## config.mk

```make
export PLATFORM = sky130hd
export DESIGN_NAME = pipe_hazard_ctrl_flat
export DESIGN_NICKNAME = d
export VERILOG_FILES = /design/src/rtl/pipe_hazard_ctrl_if.sv /design/src/rtl/pipe_hazard_ctrl.sv /design/src/flat_wrapper.sv
export SDC_FILE = /design/constraint.sdc
export NUM_CORES = 1
export LEC_CHECK = 0
export CORE_UTILIZATION = 49
export DETAILED_ROUTE_END_ITERATION = 7
export PLACE_DENSITY = 0.84
export SKIP_LAST_GASP = 1
export SLEW_MARGIN = 20
export SYNTH_ARGS = -nofsm -noshare
export SYNTH_HDL_FRONTEND = slang
export SYNTH_SLANG_ARGS = --single-unit
```

## constraint.sdc

```tcl
create_clock -name clock -period 5.03 [get_ports clock]
set_input_delay 0.503 -clock clock [delete_from_list [all_inputs] [get_ports clock]]
set_output_delay 0.503 -clock clock [all_outputs]
set_load 0.02 [all_outputs]
```

## src/rtl/pipe_hazard_ctrl_if.sv

```systemverilog
`default_nettype none
// ---------------------------------------------------------------------------
// pipe_hazard_ctrl_if : ID/MEX hazard inputs and pipeline control outputs
// Revision 1.0
// ---------------------------------------------------------------------------
interface pipe_hazard_ctrl_if;
  logic       start;
  logic [2:0] ID_read_addr1;
  logic [2:0] ID_read_addr2;
  logic       ID_uses_reg2;
  logic [2:0] MEX_write_addr;
  logic       MEX_reg_write;
  logic       MEX_mem_read;
  logic       MEX_branch_ctrl;
  logic       MEX_branch_taken;
  logic       MEX_jmp_ctrl;
  logic       MEX_done_ctrl;
  logic       pc_write;
  logic [1:0] pc_sel;
  logic       if_id_write;
  logic       if_id_flush;
  logic       id_mex_flush;
  logic       running;
  logic       done;
  logic [7:0] bubble_count;

  modport master (
    output start, ID_read_addr1, ID_read_addr2, ID_uses_reg2, MEX_write_addr,
           MEX_reg_write, MEX_mem_read, MEX_branch_ctrl, MEX_branch_taken,
           MEX_jmp_ctrl, MEX_done_ctrl,
    input  pc_write, pc_sel, if_id_write, if_id_flush, id_mex_flush,
           running, done, bubble_count
  );

  modport slave (
    input  start, ID_read_addr1, ID_read_addr2, ID_uses_reg2, MEX_write_addr,
           MEX_reg_write, MEX_mem_read, MEX_branch_ctrl, MEX_branch_taken,
           MEX_jmp_ctrl, MEX_done_ctrl,
    output pc_write, pc_sel, if_id_write, if_id_flush, id_mex_flush,
           running, done, bubble_count
  );
endinterface
`default_nettype wire

```

## src/rtl/pipe_hazard_ctrl.sv

```systemverilog
`default_nettype none
// ---------------------------------------------------------------------------
// pipe_hazard_ctrl : IF/ID and ID/MEX sequencing with load-use/redirect hazards
// Revision 1.0
// ---------------------------------------------------------------------------
module pipe_hazard_ctrl #(
  parameter int LOAD_STALL_CYCLES = 1,
  parameter int BRANCH_BUBBLES    = 1
) (
  input  logic               clock,
  input  logic               reset_n,
  pipe_hazard_ctrl_if.slave  bus
);

  typedef enum logic [2:0] {
    S_IDLE  = 3'd0,
    S_RUN   = 3'd1,
    S_STALL = 3'd2,
    S_FLUSH = 3'd3,
    S_HALT  = 3'd4
  } state_t;

  // Reload values are only consumed when the matching parameter allows it.
  localparam logic [3:0] C_STALL_RELOAD = 4'(LOAD_STALL_CYCLES - 2);
  localparam logic [3:0] C_FLUSH_RELOAD = 4'(BRANCH_BUBBLES - 1);

  state_t     state_q, state_d;
  logic [3:0] cnt_q, cnt_d;
  logic [7:0] bubble_q, bubble_d;

  logic       pc_write;
  logic [1:0] pc_sel;
  logic       if_id_write;
  logic       if_id_flush;
  logic       id_mex_flush;
  logic       running;
  logic       redirect;
  logic       load_use;

  assign running  = (state_q == S_RUN) || (state_q == S_STALL) || (state_q == S_FLUSH);
  assign redirect = bus.MEX_jmp_ctrl || (bus.MEX_branch_ctrl && bus.MEX_branch_taken);
  assign load_use = bus.MEX_mem_read && bus.MEX_reg_write &&
                    ((bus.MEX_write_addr == bus.ID_read_addr1) ||
                     (bus.ID_uses_reg2 && (bus.MEX_write_addr == bus.ID_read_addr2)));

  always_comb begin
    state_d      = state_q;
    cnt_d        = cnt_q;
    bubble_d     = bubble_q;
    pc_write     = 1'b0;
    pc_sel       = 2'b00;
    if_id_write  = 1'b0;
    if_id_flush  = 1'b0;
    id_mex_flush = 1'b0;

    case (state_q)
      S_IDLE, S_HALT: begin
        if_id_flush  = 1'b1;
        id_mex_flush = 1'b1;
        if (bus.start) begin
          state_d  = S_RUN;
          bubble_d = 8'd0;
        end
      end
      S_RUN: begin
        if (bus.MEX_done_ctrl) begin
          if_id_flush  = 1'b1;
          id_mex_flush = 1'b1;
          state_d      = S_HALT;
        end else if (redirect) begin
          pc_write     = 1'b1;
          if_id_write  = 1'b1;
          if_id_flush  = 1'b1;
          id_mex_flush = 1'b1;
          pc_sel       = bus.MEX_jmp_ctrl ? 2'b10 : 2'b01;
          if (BRANCH_BUBBLES > 0) begin
            state_d = S_FLUSH;
            cnt_d   = C_FLUSH_RELOAD;
          end
        end else if (load_use) begin
          id_mex_flush = 1'b1;
          if (LOAD_STALL_CYCLES > 1) begin
            state_d = S_STALL;
            cnt_d   = C_STALL_RELOAD;
          end
        end else begin
          pc_write    = 1'b1;
          if_id_write = 1'b1;
        end
      end
      S_STALL: begin
        id_mex_flush = 1'b1;
        if (cnt_q == 4'd0) state_d = S_RUN;
        else               cnt_d   = cnt_q - 4'd1;
      end
      S_FLUSH: begin
        pc_write     = 1'b1;
        if_id_write  = 1'b1;
        id_mex_flush = 1'b1;
        if (cnt_q == 4'd0) state_d = S_RUN;
        else               cnt_d   = cnt_q - 4'd1;
      end
      default: state_d = S_IDLE;
    endcase

    if (running && id_mex_flush && (bubble_q != 8'hFF))
      bubble_d = bubble_q + 8'd1;
  end

  always_ff @(posedge clock or negedge reset_n) begin
    if (!reset_n) begin
      state_q  <= S_IDLE;
      cnt_q    <= 4'd0;
      bubble_q <= 8'd0;
    end else begin
      state_q  <= state_d;
      cnt_q    <= cnt_d;
      bubble_q <= bubble_d;
    end
  end

  assign bus.pc_write     = pc_write;
  assign bus.pc_sel       = pc_sel;
  assign bus.if_id_write  = if_id_write;
  assign bus.if_id_flush  = if_id_flush;
  assign bus.id_mex_flush = id_mex_flush;
  assign bus.running      = running;
  assign bus.done         = (state_q == S_HALT);
  assign bus.bubble_count = bubble_q;

endmodule
`default_nettype wire
```

## src/flat_wrapper.sv

```systemverilog
// flat-port wrapper written by rule: the top's interface ports become plain ports
module pipe_hazard_ctrl_flat 
#(
  parameter int LOAD_STALL_CYCLES = 1,
  parameter int BRANCH_BUBBLES    = 1
)
  (clock, reset_n, bus_start, bus_ID_read_addr1, bus_ID_read_addr2, bus_ID_uses_reg2, bus_MEX_write_addr, bus_MEX_reg_write, bus_MEX_mem_read, bus_MEX_branch_ctrl, bus_MEX_branch_taken, bus_MEX_jmp_ctrl, bus_MEX_done_ctrl, bus_pc_write, bus_pc_sel, bus_if_id_write, bus_if_id_flush, bus_id_mex_flush, bus_running, bus_done, bus_bubble_count);
  pipe_hazard_ctrl_if bus_i ();
  input  logic clock;
  input  logic reset_n;
  input wire logic [$bits(bus_i.start)-1:0] bus_start;
  input wire logic [$bits(bus_i.ID_read_addr1)-1:0] bus_ID_read_addr1;
  input wire logic [$bits(bus_i.ID_read_addr2)-1:0] bus_ID_read_addr2;
  input wire logic [$bits(bus_i.ID_uses_reg2)-1:0] bus_ID_uses_reg2;
  input wire logic [$bits(bus_i.MEX_write_addr)-1:0] bus_MEX_write_addr;
  input wire logic [$bits(bus_i.MEX_reg_write)-1:0] bus_MEX_reg_write;
  input wire logic [$bits(bus_i.MEX_mem_read)-1:0] bus_MEX_mem_read;
  input wire logic [$bits(bus_i.MEX_branch_ctrl)-1:0] bus_MEX_branch_ctrl;
  input wire logic [$bits(bus_i.MEX_branch_taken)-1:0] bus_MEX_branch_taken;
  input wire logic [$bits(bus_i.MEX_jmp_ctrl)-1:0] bus_MEX_jmp_ctrl;
  input wire logic [$bits(bus_i.MEX_done_ctrl)-1:0] bus_MEX_done_ctrl;
  output wire logic [$bits(bus_i.pc_write)-1:0] bus_pc_write;
  output wire logic [$bits(bus_i.pc_sel)-1:0] bus_pc_sel;
  output wire logic [$bits(bus_i.if_id_write)-1:0] bus_if_id_write;
  output wire logic [$bits(bus_i.if_id_flush)-1:0] bus_if_id_flush;
  output wire logic [$bits(bus_i.id_mex_flush)-1:0] bus_id_mex_flush;
  output wire logic [$bits(bus_i.running)-1:0] bus_running;
  output wire logic [$bits(bus_i.done)-1:0] bus_done;
  output wire logic [$bits(bus_i.bubble_count)-1:0] bus_bubble_count;
  assign bus_i.start = bus_start;
  assign bus_i.ID_read_addr1 = bus_ID_read_addr1;
  assign bus_i.ID_read_addr2 = bus_ID_read_addr2;
  assign bus_i.ID_uses_reg2 = bus_ID_uses_reg2;
  assign bus_i.MEX_write_addr = bus_MEX_write_addr;
  assign bus_i.MEX_reg_write = bus_MEX_reg_write;
  assign bus_i.MEX_mem_read = bus_MEX_mem_read;
  assign bus_i.MEX_branch_ctrl = bus_MEX_branch_ctrl;
  assign bus_i.MEX_branch_taken = bus_MEX_branch_taken;
  assign bus_i.MEX_jmp_ctrl = bus_MEX_jmp_ctrl;
  assign bus_i.MEX_done_ctrl = bus_MEX_done_ctrl;
  assign bus_pc_write = bus_i.pc_write;
  assign bus_pc_sel = bus_i.pc_sel;
  assign bus_if_id_write = bus_i.if_id_write;
  assign bus_if_id_flush = bus_i.if_id_flush;
  assign bus_id_mex_flush = bus_i.id_mex_flush;
  assign bus_running = bus_i.running;
  assign bus_done = bus_i.done;
  assign bus_bubble_count = bus_i.bubble_count;
  pipe_hazard_ctrl #(.LOAD_STALL_CYCLES(LOAD_STALL_CYCLES), .BRANCH_BUBBLES(BRANCH_BUBBLES)) u_core (.clock(clock), .reset_n(reset_n), .bus(bus_i));
endmodule
```

* Word-level counts from Yosys, hierarchy flattened
Index checks and enable logic that the tools add are counted.
Storage, ports and cells: register bits 15, input port bits 19, output and inout port bits 16, word-level logic and storage cells 66
Cells by class: add/subtract/negate cells 2, equality and inequality tests 13, muxes and demuxes 27, reductions and logical operators 21
Operators with widths (number):
- $mux 8 | 3
- $mux 3 | 4
- $mux 4 | 3
- $pmux 3 s3 | 1
- $add 8x1->8 const B | 1
- $mux 1 | 8
- $mux 2 | 4
- $ne 8x8->1 const B | 1
- $pmux 4 s2 | 1
- $eq 3x2->1 const B | 2
- $eq 3x3->1 | 2
- $logic_and 1x1->1 | 6
- $ne 2x2->1 const B | 3
- $pmux 1 s2 | 3
- $reduce_bool 2->1 | 3
- $logic_not 4->1 | 1
- $logic_or 1x1->1 | 4
- $ne 2x1->1 const B | 2
- $reduce_and 4->1 | 1
- $reduce_or 2->1 | 2
- $reduce_or 4->1 | 1
- $sub 4x1->4 const B | 1
- $eq 3x1->1 const B | 1
- $eq 3x3->1 const B | 1
- other kinds (4) | 4

* Depth between registers and ports, before layout
depth after elaboration 12, gate-level depth with buffers 7

* Worst setup path before layout
Ideal clock, no wire load.
path kind input -> output, from in bus_MEX_write_addr[2], to out bus_pc_write, arrival time 1.931 ns, data required time 4.527 ns, slack 2.596 ns, stages 5, path buffers 1, path through xor2_1 > or4_4 > a21oi_1 > o41ai_1 > buf_4
Between the ends: cells in the longest elaborated chain, start to end 8, elaborated cells between the ends (all ways) 9, those cells by class eq/ne (2); mux (4); reduce/logical (3)
Ends and longest elaborated chain:
- start, declared | line flat_wrapper.sv:15 | input wire logic [$bits(bus_i.MEX_write_addr)-1:0] bus_MEX_write_addr;
- $eq 3x3->1 | line pipe_hazard_ctrl.sv:44 | (bus.ID_uses_reg2 && (bus.MEX_write_addr == bus.ID_read_addr2)));
- $logic_and 1x1->1 | line pipe_hazard_ctrl.sv:44
- $logic_or 1x1->1 * | line pipe_hazard_ctrl.sv:43 | ((bus.MEX_write_addr == bus.ID_read_addr1) ||
- $logic_and 1x1->1 * | line pipe_hazard_ctrl.sv:42 | assign load_use = bus.MEX_mem_read && bus.MEX_reg_write &&
- $mux 1 * (3 in series)
- $pmux 1 s2 *
- end, declared | line flat_wrapper.sv:22 | output wire logic [$bits(bus_i.pc_write)-1:0] bus_pc_write;
Every way passes the cells marked *; elsewhere a longest branch is shown, timed or not.

* Final worst setup path
from in bus_MEX_write_addr[2], to out bus_id_mex_flush
Between the ends: cells in the longest elaborated chain, start to end 8, elaborated cells between the ends (all ways) 9, those cells by class eq/ne (2); mux (4); reduce/logical (3)
Ends and longest elaborated chain:
- $eq 3x3->1 | line pipe_hazard_ctrl.sv:44
- $logic_and 1x1->1 | line pipe_hazard_ctrl.sv:44
- $logic_or 1x1->1 * | line pipe_hazard_ctrl.sv:43
- $logic_and 1x1->1 * | line pipe_hazard_ctrl.sv:42
- $mux 1 * | line pipe_hazard_ctrl.sv:80 | end else if (load_use) begin
- $mux 1 * | line pipe_hazard_ctrl.sv:70 | end else if (redirect) begin
- $mux 1 * | line pipe_hazard_ctrl.sv:66 | if (bus.MEX_done_ctrl) begin
- $pmux 1 s2 * | line pipe_hazard_ctrl.sv:56 | case (state_q)
- end, declared | line flat_wrapper.sv:26 | output wire logic [$bits(bus_i.id_mex_flush)-1:0] bus_id_mex_flush;
Marks and branches as above.

==> key figures <==
Placement
  • DP Area: 1420 um2
  • HPWL after DPL: 1.80 mm
  • GPL Wtd Cong: 0.786
  • IO buf count: 34
  • Post-placement cell count: 170

STA
  • Slew @ Worst Pin: 669 ps
  • Setup violations, final: 0
  • Final clock skew: 3.90 ps
  • Slew HR: 55.3%
  • Min Hold Slack: 517 ps
  • Tcrit/Tclk final: 59.9%
  • F_max: 0.332 GHz
  • Setup TNS: 0 ps
  • Fin crit period: 3010 ps
  • Final Max Slew Viols: 0
  • Unrepaired setup endpoints after global routing: false
  • Final hold vios: 0

Clock tree
  • Num CTS Buffers: 3
  • Clock sinks: 15
  • CTS Buffer Depth: 2
  • Clock Pin Slew Worst Setup and Hold Paths: 100 ps
  • Clk Latency, worst-skew pair: 290 ps
  • Hold Buf Count CTS: 0
  • Post-CTS Setup Inserts: 0
  • Resized cells post-CTS: 0
  • CTS Root Buffer Type: clkbuf_4
  • CTS tree: built
  • H-tree Lvls: 1

Yosys
  • Post-synthesis cell count: 114
  • Post-synthesis sequential area ratio: 35.0%
  • Post-synth EDFFs: 0
  • Predominant post-synthesis flop cell: dfrtp_1
  • Ys Warns: 0
  • Post-Syn Nets: 135
  • Avg Inst Size Synth: 9.42 um2
  • Dominant cells by area after synthesis: dfrtp_1 (35%), xor2_1 (4.9%), nor3b_2 (4.7%)
  • Top cell type by total area after synthesis: dfrtp_1
  • Synthesized area: 1070 um2
  • Post-synth top area share: 35.0%
  • Post-synth ARST share: 100%
  • Yosys cell types: 50
  • Number of synthesized register bits: 15

Pwr
  • Power share of the clock group: 10.2%
  • P_leak: 0.636 nW
  • Switching power: 0.325 mW
  • Sequential Power Share: 31.1%
  • Pwr/cell area: 499 nW/um2
  • Max IR drop VDD: 0.000337 V
  • Pint: 0.397 mW
  • Comb pwr share: 58.8%
  • Switch share: 45.0%

Min path
  • Hold Crit Depth: 1
  • Hold WC Path Type: flip-flop to flip-flop
  • Min-Delay Endpoint: u_core.cnt_q[0]
  • Min-delay src: u_core.cnt_q[0]

Global routing
  • Largest net degree at the start of global routing: 16
  • First-pass GRT wire length: 4.12 mm
  • Gr usage total: 22.2%
  • Initial antenna violation count: 0
  • Vias in the first global route: 975
  • Grt ovf: 0

Route
  • WL final: 2.29 mm
  • DRC: 0
  • Via density: 5.63
  • DRT Pass-1 Iters: 4
  • Via count: 979
  • DRC violation total after the first TritonRoute iteration: 8
  • ANT nets after route: 0
  • Wire per inst: 13.1 um

Floorplan
  • # rows: 16
  • DIE AREA: 2380 um2
  • Die height: 48.8 um
  • Die width: 48.8 um
  • Starting Density: 53.6%
  • Core area: 2000 um2
  • Boundary pin count: 35

Run
  • Max-cap violations: 0

Setup path
  • Reg2Reg Depth: 6
  • CP endpoint kind: output pin
  • CP Max Fanout: 3
  • Setup crit start kind: input pin
  • Reg2reg setup slack: 3030 ps
  • Req. time, crit path: 4530 ps
  • Worst R2R End: u_core.bus.bubble_count[5]
  • Reg2Reg Launch Point: u_core.bus.bubble_count[0]
  • Critical Path AT: 2510 ps
  • Type of the worst setup path: input pin to output pin

Cells and area
  • Post-layout instance area: 1450 um2
  • Number of diodes: 0
  • Layout cell share with drive strength beyond 1: 13.6%
  • Final net count: 169
  • Fillers: 162
  • Core Util, Final: 72.3%
  • Post-Layout Cell Count: 174
  • Syn-to-layout area delta: 34.7%

Outcome
  • Status: finished, final reports clean
-- per-layer routing --
metal	share of wire [%]	up-vias	global-route usage (%)	wire (um)
li1	-	483	-	-
met1	45	466	25.6	1020
met2	50	26	41.0	1150
met3	3.2	4	3.12	73
met4	1.7	0	8.82	40
met5	0	-	0	0
-- how the worst max path moves through the flow --
stage	start	end	slack, ps
6_report	bus_MEX_write_addr[2]	bus_id_mex_flush	2020
5_1_grt	bus_MEX_write_addr[2]	bus_id_mex_flush	1930
4_1_cts	bus_MEX_write_addr[2]	bus_id_mex_flush	2010
3_5_place_dp	bus_MEX_write_addr[2]	bus_id_mex_flush	2010
3_3_place_gp	bus_MEX_write_addr[2]	bus_id_mex_flush	2020
2_1_floorplan	bus_MEX_write_addr[2]	bus_pc_write	2600
-- power groups by stage --
stage | Sequential [mW] | Combinational [mW] | Clock (mW)
6_report | 0.224 | 0.424 | 0.0733
3_3_place_gp | 0.222 | 0.415 | 0
4_1_cts | 0.224 | 0.428 | 0.0743
2_1_floorplan | 0.208 | 0.309 | 0
3_5_place_dp | 0.227 | 0.425 | 0
5_1_grt | 0.235 | 0.463 | 0.0770
-- cell usage after synthesis (all sizes together) (2+ instances only) --
cell     n
or3      2
xor2     6
nor2b    2
nor2     5
a211o    4
dfrtp   15
nand2b   3
and2     2
or2      2
nor3b    5
o21ai    6
inv      4
a21o     3
and3     4
nand3    6
buf      4
or4      3
nand2   12
nor3     2
ha       2
a21oi    5
-- area by class of cell --
| class | count | area (um2) | share of cell area [%] |
|---|---|---|---|
| clock buffers | 3 | 22.5 | 1.56 |
| clock inverters | 1 | 7.51 | 0.519 |
| inverters | 4 | 15.0 | 1.04 |
| multi-input cells | 90 | 652 | 45.1 |
| flip-flops and latches | 15 | 375 | 26.0 |
| well taps | 27 | 33.8 | 2.34 |
| repair buffers | 34 | 340 | 23.5 |
-- state kept, by name (all words and copies together) (netlist names) --
name                     cells
u_core.bus.bubble_count      8
u_core.cnt_q                 4
u_core.state_q               3
-- cells by family (layout without fill, tap and decap cells) --
group / Yosys count / in the layout / share of synthesized area (%)
muxes: 2 / 2 / 1.98
DFF: 15 / 15 / 35.0
xor gates and xnor gates: 6 / 6 / 4.90
buffers and inverters: 9 / 42 / 4.31
AOI/OAI and AO/OA: 28 / 28 / 20.4
and+or+nand+nor: 52 / 52 / 31.1
adders and majority gates: 2 / 2 / 2.33
-- metrics by stage --
step,worst slack [ps],total power [mW]
floorplan,2600,0.516
global placement,2020,0.637
detailed placement,2010,0.651
CTS,2010,0.726
global route,1930,0.775
finish,2020,0.721
-- cells in the final DEF (no fill, tap or decap), types with 2 or more instances in the layout --
master,Yosys,layout
nor3_1,2,2
a211o_1,4,4
xor2_1,6,6
clkbuf_4,0,3
or4_4,2,2
ha_1,2,2
nor2b_1,2,2
a21o_1,3,3
a21oi_1,4,4
inv_1,3,3
nor2_1,4,4
nand2_1,11,11
or3_1,2,2
nand2b_1,3,3
nor3b_2,4,4
clkdlybuf4s50_1,0,34
dfrtp_1,15,15
nand3_1,6,6
and3_2,3,3
and2_1,2,2
o21ai_1,3,3
o21ai_0,3,3
-- worst max-delay path, cell delays in order --
cell and delay [ps]:
clkdlybuf4s50_1 450, xor2_1 170, or4_4 570, a32oi_1 190, clkdlybuf4s50_1 630
No activity file was read; power rests on OpenSTA's default activity.
